==> src/rtl/dmem_access_ctrl.sv <==
// Data-memory access controller: sequences SRAM read/write strobes for load, store and atomic swap.
// Optional feature: define DMEM_RANGE_CHECK_EN to fault requests whose address exceeds MEM_WORDS.
//
// state   | meaning
// --------+-------------------------------------------------------------
// ST_IDLE | waiting for i_req; the only state where a request is sampled
// ST_RD   | o_memRdEn held while the wait counter runs down to zero
// ST_WR   | o_memWrEn for exactly one cycle (store, or second half of swap)
// ST_ACK  | o_ack pulse; o_fault alongside it for an out-of-range access
module dmem_access_ctrl #(
  parameter int                DATA_W    = 16,
  parameter int                ADDR_W    = 16,
  parameter int                RD_WAIT   = 1,
  parameter logic [ADDR_W-1:0] MEM_WORDS = '1
) (
  input  logic              i_clk,
  input  logic              i_rstn,
  input  logic              i_req,
  input  logic              i_isWrite,
  input  logic              i_isSwap,
  input  logic [ADDR_W-1:0] i_addr,
  input  logic [DATA_W-1:0] i_wrData,
  output logic              o_busy,
  output logic              o_ack,
  output logic [DATA_W-1:0] o_rdData,
  output logic              o_fault,
  output logic [ADDR_W-1:0] o_memAddr,
  output logic              o_memRdEn,
  output logic              o_memWrEn,
  output logic [DATA_W-1:0] o_memWrData,
  input  logic [DATA_W-1:0] i_memRdData
);

  typedef enum logic [1:0] {
    ST_IDLE = 2'd0,
    ST_RD   = 2'd1,
    ST_WR   = 2'd2,
    ST_ACK  = 2'd3
  } state_e;

  localparam logic [2:0] RD_LOAD = 3'(RD_WAIT - 1);

  if (RD_WAIT < 1 || RD_WAIT > 7) begin : g_bad_rd_wait
    $error("dmem_access_ctrl: RD_WAIT must be in 1..7");
  end

  state_e              state_q, state_d;
  logic [ADDR_W-1:0]   addr_q, addr_d;
  logic [DATA_W-1:0]   wdata_q, wdata_d;
  logic [DATA_W-1:0]   rdata_q, rdata_d;
  logic                swap_q, swap_d;
  logic                fault_q, fault_d;
  logic [2:0]          cnt_q, cnt_d;
  logic                req_oor;

`ifdef DMEM_RANGE_CHECK_EN
  assign req_oor = (i_addr > MEM_WORDS);
`else
  assign req_oor = 1'b0;
`endif

  always_ff @(posedge i_clk or negedge i_rstn) begin
    if (!i_rstn) begin
      state_q <= ST_IDLE;
      addr_q  <= '0;
      wdata_q <= '0;
      rdata_q <= '0;
      swap_q  <= 1'b0;
      fault_q <= 1'b0;
      cnt_q   <= '0;
    end else begin
      state_q <= state_d;
      addr_q  <= addr_d;
      wdata_q <= wdata_d;
      rdata_q <= rdata_d;
      swap_q  <= swap_d;
      fault_q <= fault_d;
      cnt_q   <= cnt_d;
    end
  end

  always_comb begin
    state_d = state_q;
    addr_d  = addr_q;
    wdata_d = wdata_q;
    rdata_d = rdata_q;
    swap_d  = swap_q;
    fault_d = fault_q;
    cnt_d   = cnt_q;

    case (state_q)
      ST_IDLE: begin
        if (i_req) begin
          addr_d  = i_addr;
          wdata_d = i_wrData;
          swap_d  = i_isSwap;
          cnt_d   = RD_LOAD;
          fault_d = req_oor;
          if (req_oor) begin
            state_d = ST_ACK;
          end else if (i_isSwap || !i_isWrite) begin
            state_d = ST_RD;
          end else begin
            state_d = ST_WR;
          end
        end
      end
      ST_RD: begin
        // SRAM data is only guaranteed on the final read cycle
        if (cnt_q == 3'd0) begin
          rdata_d = i_memRdData;
          state_d = swap_q ? ST_WR : ST_ACK;
        end else begin
          cnt_d = cnt_q - 3'd1;
        end
      end
      ST_WR:   state_d = ST_ACK;
      ST_ACK:  state_d = ST_IDLE;
      default: state_d = ST_IDLE;
    endcase
  end

  assign o_busy      = (state_q != ST_IDLE);
  assign o_ack       = (state_q == ST_ACK);
  assign o_fault     = fault_q && (state_q == ST_ACK);
  assign o_memRdEn   = (state_q == ST_RD);
  assign o_memWrEn   = (state_q == ST_WR);
  assign o_memAddr   = addr_q;
  assign o_memWrData = wdata_q;
  assign o_rdData    = rdata_q;

endmodule

==> config.mk <==
export PLATFORM = sky130hd
export DESIGN_NAME = dmem_access_ctrl
export DESIGN_NICKNAME = d
export VERILOG_FILES = /design/src/rtl/dmem_access_ctrl.sv
export SDC_FILE = /design/constraint.sdc
export NUM_CORES = 1
export LEC_CHECK = 0
export CAP_MARGIN = 5
export CELL_PAD_IN_SITES_DETAIL_PLACEMENT = 0
export CELL_PAD_IN_SITES_GLOBAL_PLACEMENT = 1
export CORE_MARGIN = 2
export CORE_UTILIZATION = 33
export CTS_BUF_LIST = sky130_fd_sc_hd__clkbuf_4
export CTS_CLUSTER_SIZE = 10
export DETAILED_ROUTE_END_ITERATION = 6
export GPL_ROUTABILITY_DRIVEN = 0
export MAX_ROUTING_LAYER = met4
export PLACE_DENSITY = 0.9
export SLEW_MARGIN = 20
export SYNTH_ARGS = -nofsm -noshare
export SYNTH_HDL_FRONTEND = slang
export SYNTH_SLANG_ARGS = --single-unit
==> constraint.sdc <==
create_clock -name i_clk -period 1.7 [get_ports i_clk]
set_input_delay 0.255 -clock i_clk [delete_from_list [all_inputs] [get_ports i_clk]]
set_output_delay 0.255 -clock i_clk [all_outputs]
set_load 0.05 [all_outputs]
==> results by group, run 1 <==
Die
  – Die X: 87.1 microns
  – Die Ht: 87.1 microns
  – Die Area: 0.00759 sq mm
  – Core area: 0.00676 sq mm
  – I/O pins: 106
  – # rows: 30
  – Initial core utilization: 0.338

Timing
  – Setup TNS: 0 ps
  – Final min period: 1630 ps
  – Final Cycle Share: 0.958
  – Slew @ Worst Pin: 573 ps
  – Final Hold Fails: 0
  – Max Freq: 614 MHz
  – Max-slew violation count: 0
  – Setup Skew: 16.5 ps
  – Final setup vio count: 0
  – RSZ-0062 raised after global routing: yes
  – Slew headroom: 0.618
  – Worst setup margin: around 71 ps

Critical path
  – Reg2Reg Launch Point: cnt_q[0]$_DFFE_PN0P_
  – CP arrival: 1370 ps
  – Required time at the worst-slack endpoint: 1440 ps
  – Critical Path End Type: output pin
  – CP Max Fanout: 5
  – Crit. Startpoint: state_q[1]$_DFFE_PN0P_
  – CP Launch Type: register
  – CP Class: register to output pin

Cells and area
  – Core Util, Final: 0.511
  – Layout cells sized above 1: 0.486
  – Final instance area: around 0.0035 sq mm
  – Final nets: 319
  – ANT cells: 0
  – Synthesis-to-finish area growth: 51.3%
  – Fillers: between 600 and 700

Clock tree
  – CTS tree: yes
  – Num CTS Buffers: 5
  – CTS clock-pin slew for the worst setup and hold paths: about 160 ps
  – H-tree levels: 2
  – Root Buffer: clkbuf_4
  – Clk Latency, worst-skew pair: 360 ps
  – Clk sink count: 54
  – Clk buf depth: 2

Placement
  – Pre-CTS WS: roughly 94 ps
  – Placed cell areas: 0.00335 sq mm
  – Input/output buffers: 104
  – Post-DP HPWL: 3.57 mm

Synthesis
  – Asr flop ratio synth: 1.00
  – Synth Instances: 144
  – Sequential fraction of the synthesis area: 0.592
  – Synth warn: 0
  – Syn Nets: a little over 200
  – Dominant cell type by area after synthesis: dfrtp_1
  – Synth area leaders: dfrtp_1 (59%), mux2_2 (20%), mux2_4 (6.6%), ha_1 (4.4%), buf_6 (2.0%)
  – Mean Syn Cell Area: approximately 16 sq um
  – Commonest cells in the netlist: dfrtp_1 (54), mux2_2 (40), mux2_4 (10)
  – FF+latch count, synth: 54
  – Netlist cell types: 20
  – EDFF count, synth: 0
  – Yosys top cell area share: 0.592
  – Mapped Area: 0.00228 sq mm
  – Most common cell in the netlist: dfrtp_1
  – Ys flop type: dfrtp_1

Flow run
  – Max Cap Viol: 0

GRT
  – Vias in the first global route: 1639
  – Global-route wire length before repair: around 7.5 mm
  – Grt ovf: 0
  – GR Util All Layers: 0.128
  – Initial antenna violation count: 0
  – Largest net degree at the start of global routing: 32

Run status
  – Status: finished, final reports clean

Routing
  – Vias per cell: 4.54
  – Antenna-violating nets left: 0
  – TritonRoute pass-1 iters: 4
  – Via count: approximately 1500
  – Initial DRC count: 33
  – Drt wl/cell: 13.6 microns
  – WL final: 4.63 mm
  – DRC Markers: 0

Hold path
  – Min-delay worst type: primary input to async pin
## per-layer routing
| layer | track usage | vias to the layer above | wire length, microns | share of wire |
|---|---|---|---|---|
| met5 | - | - | 0 | 0 |
| met4 | 0.0252 | 0 | 36 | 0.0078 |
| met3 | 0.0455 | 5 | 456 | 0.099 |
| met2 | 0.219 | 78 | 2210 | 0.48 |
| met1 | 0.146 | 733 | 1920 | 0.42 |
| li1 | - | 724 | - | - |
## sequential cells by signal (all words and copies together), names as in the netlist
name / cells
o_memAddr: 16
state_q: 2
swap_q: 1
o_memWrData: 16
o_rdData: 16
cnt_q: 3
## timing repair
action | CTS | global route
resized for setup | 3 | 2
hold buffers | 1 | 0
pin swaps | 0 | 0
hold endpoints to repair | 23 | 0
setup endpoints to repair | 2 | 3
setup buffers | 1 | 2
## area by class of cell
type	count	area, sq um	share of cell area
clock buffers	6	45.0	0.0130
flip-flops and latches	54	1350	0.391
well taps	80	100	0.0290
inverters	6	26.3	0.00761
multi-input cells	79	872	0.253
repair buffers	112	1040	0.302
clock inverters	2	13.8	0.00399
## worst paths after layout
| kind | end | slack [ps] | cells past startpoint |
|---|---|---|---|
| max in group asynchronous | o_memAddr[8]$_DFFE_PN0P_ | 740 | 3 |
| worst min-delay path | o_rdData[12]$_DFFE_PN0P_ | 410 | 2 |
| worst max-delay path | o_memRdEn | 70 | 4 |
| min in group i_clk | o_memAddr[1]$_DFFE_PN0P_ | 490 | 2 |
| worst min register to register | cnt_q[2]$_DFFE_PN0P_ | 520 | 1 |
| worst max register to register | state_q[1]$_DFFE_PN0P_ | 140 | 5 |
## stage by stage
stage                     cells  hold slack [ps]
final                       339              406
after global routing        339              421
after CTS                   337              402
after detailed placement    327              285
after global placement      327              275
after floorplan             144            -40.6
## layout by cell type, fill, tap and decap left out, types with 3 or more instances in the layout
cell type / instances
buf_12: 6
buf_4: 53
dfrtp_1: 54
mux2_2: 40
ha_1: 5
mux2_4: 10
clkbuf_4: 6
inv_1: 3
mux2i_1: 4
nand2b_1: 3
clkdlybuf4s50_1: 51
## critical path, stage by stage, from the launching register on
cell and delay, ps:
dfrtp_1 420, inv_2 110, ha_2 210, buf_4 150, buf_12 130
## cells by family after synthesis
family / count (synthesis) / synth area share
simple gates: 11 / 0.0329
compound gates: 5 / 0.0154
mux: 54 / 0.281
buf+inv: 11 / 0.0329
other cells: 1 / 0.00164
fa+ha+maj: 8 / 0.0439
flops: 54 / 0.592
Power of run 1 is not shown: default switching activity piles up to over one toggle a cycle in this logic, so the estimate is an artifact.
==> run 2: changes to the inputs <==
--- a/config.mk
+++ b/config.mk
@@ -9,13 +9,14 @@
 export CELL_PAD_IN_SITES_DETAIL_PLACEMENT = 0
 export CELL_PAD_IN_SITES_GLOBAL_PLACEMENT = 1
 export CORE_MARGIN = 2
-export CORE_UTILIZATION = 33
+export CORE_UTILIZATION = 36
 export CTS_BUF_LIST = sky130_fd_sc_hd__clkbuf_4
 export CTS_CLUSTER_SIZE = 10
 export DETAILED_ROUTE_END_ITERATION = 6
 export GPL_ROUTABILITY_DRIVEN = 0
 export MAX_ROUTING_LAYER = met4
-export PLACE_DENSITY = 0.9
+export PLACE_DENSITY = 0.95
+export SKIP_LAST_GASP = 1
 export SLEW_MARGIN = 20
 export SYNTH_ARGS = -nofsm -noshare
 export SYNTH_HDL_FRONTEND = slang
==> constraint.sdc (replaced) <==
create_clock -name i_clk -period 2.06 [get_ports i_clk]
set_input_delay 0.309 -clock i_clk [delete_from_list [all_inputs] [get_ports i_clk]]
set_output_delay 0.309 -clock i_clk [all_outputs]
set_load 0.05 [all_outputs]
==> results by group, run 2 (synthesis gave the netlist of run 1 again) <==
Die
  – Initial core utilization: 0.365
  – I/O pins: 106
  – Die Area: 0.00699 sq mm
  – Core area: 0.00624 sq mm
  – Die Ht: between 80 and 90 microns
  – # rows: 29
  – Die X: approximately 84 microns

Clock tree
  – Num CTS Buffers: 5
  – Clk sink count: 54
  – Clk buf depth: 2
  – H-tree levels: 2
  – CTS clock-pin slew for the worst setup and hold paths: roughly 150 ps
  – CTS tree: yes
  – Clk Latency, worst-skew pair: around 360 ps
  – Root Buffer: clkbuf_4

GRT
  – Largest net degree at the start of global routing: 25
  – Global-route wire length before repair: 7.81 mm
  – Grt ovf: 0
  – Vias in the first global route: between 1500 and 2000
  – Initial antenna violation count: 0
  – GR Util All Layers: 0.143

Cells and area
  – Final nets: 316
  – ANT cells: 0
  – Synthesis-to-finish area growth: 51.3%
  – Commonest cells after routing, fill and taps aside: clkdlybuf4s50_1 (99), dfrtp_1 (54), mux2_2 (40), mux2_4 (10), ha_1 (8)
  – Commonest non-fill, non-tap cell in the layout: clkdlybuf4s50_1
  – Register Area: 0.00135 sq mm
  – Area of the multi-input gates: roughly 850 sq um
  – Fillers: 513
  – Layout cells sized above 1: 0.266

Timing
  – Max-slew violation count: 0
  – Worst setup margin: between 150 and 200 ps
  – Setup Skew: 10.4 ps
  – Final Cycle Share: 0.909
  – RSZ-0062 raised after global routing: no
  – Slew headroom: 0.649
  – Final min period: 1870 ps
  – Setup TNS: 0 ps
  – Hold_ws: 348 ps
  – Final setup vio count: 0
  – Max Freq: 534 MHz
  – Slew @ Worst Pin: 525 ps
  – Final Hold Fails: 0

Critical path
  – Critical Path End Type: output pin
  – Crit path cell chain: clkdlybuf4s50_1
  – CP Buf/Inv Count: 1
  – CP Max Fanout: 2
  – CP Launch Type: register
  – Slowest cell on crit path: clkdlybuf4s50_1
  – CP Class: register to output pin
  – Crit-path max cell delay: 820 ps
  – CP arrival: 1560 ps
  – CP top delay family: buffers and inverters
  – Required time at the worst-slack endpoint: 1750 ps

Routing
  – WL final: roughly 4.8 mm
  – Antenna-violating nets left: 0
  – DRC Markers: 0
  – TritonRoute pass-1 iters: 4
  – Max Used Layer: met4
  – Met1 Wirelength: 2.15 mm
  – Met3 WL post-DR: 397 microns
  – Via count: around 1500
  – Routed wl met2: about 2.2 mm
  – Drt wl/cell: 14.3 microns
  – Vias per cell: 4.57
  – Initial DRC count: 34

Flow run
  – Max Cap Viol: 0

Placement
  – Pre-CTS WS: 388 ps
  – Input/output buffers: 104
  – Post-DP HPWL: 3.64 mm

Run status
  – Status: finished, final reports clean

Hold path
  – Min-delay worst type: primary input to async pin
run 2: routing by layer:
| metal | track usage | up-vias |
|---|---|---|
| met5 | - | - |
| met4 | 0.0308 | 0 |
| met3 | 0.0475 | 6 |
| met2 | 0.225 | 78 |
| met1 | 0.183 | 724 |
| li1 | - | 713 |
run 2: per-stage QoR:
stage          cell area (sq um)   util  cells
2_1_floorplan               2280      -    144
3_3_place_gp                3380  0.542    324
3_5_place_dp                3380  0.542    324
4_1_cts                     3450  0.553    333
5_1_grt                     3450  0.553    333
6_report                    3450  0.553    333
run 2: area by class of cell:
type                    count  share of cell area
flip-flops and latches     54               0.392
repair buffers            109               0.309
multi-input cells          79               0.248
well taps                  77              0.0279
clock buffers               6              0.0131
inverters                   6             0.00653
clock inverters             2             0.00399
run 2: final timing paths:
check                                              end  cells after the start  slack [ps]                      from
max                                       o_rdData[11]                      1         190  o_rdData[11]$_DFFE_PN0P_
min                         o_memWrData[6]$_DFFE_PN0P_                      2         350                    i_rstn
max reg2reg                     state_q[1]$_DFFE_PN0P_                      5         380    state_q[0]$_DFFE_PN0P_
min reg2reg                       cnt_q[2]$_DFFE_PN0P_                      1         520      cnt_q[2]$_DFFE_PN0P_
max in group asynchronous  o_memWrData[14]$_DFFE_PN0P_                      3        1100                    i_rstn
min in group i_clk                cnt_q[2]$_DFFE_PN0P_                      1         520      cnt_q[2]$_DFFE_PN0P_
run 2: timing repair:
| item | 4_1_cts | 5_1_grt |
|---|---|---|
| setup buffers | 0 | 0 |
| endpoints found under the setup margin | 1 | 0 |
| hold endpoints to repair | 12 | 0 |
| gates resized for setup | 1 | 0 |
| hold buffers | 1 | 0 |
Power of run 2 is left out for the same reason.
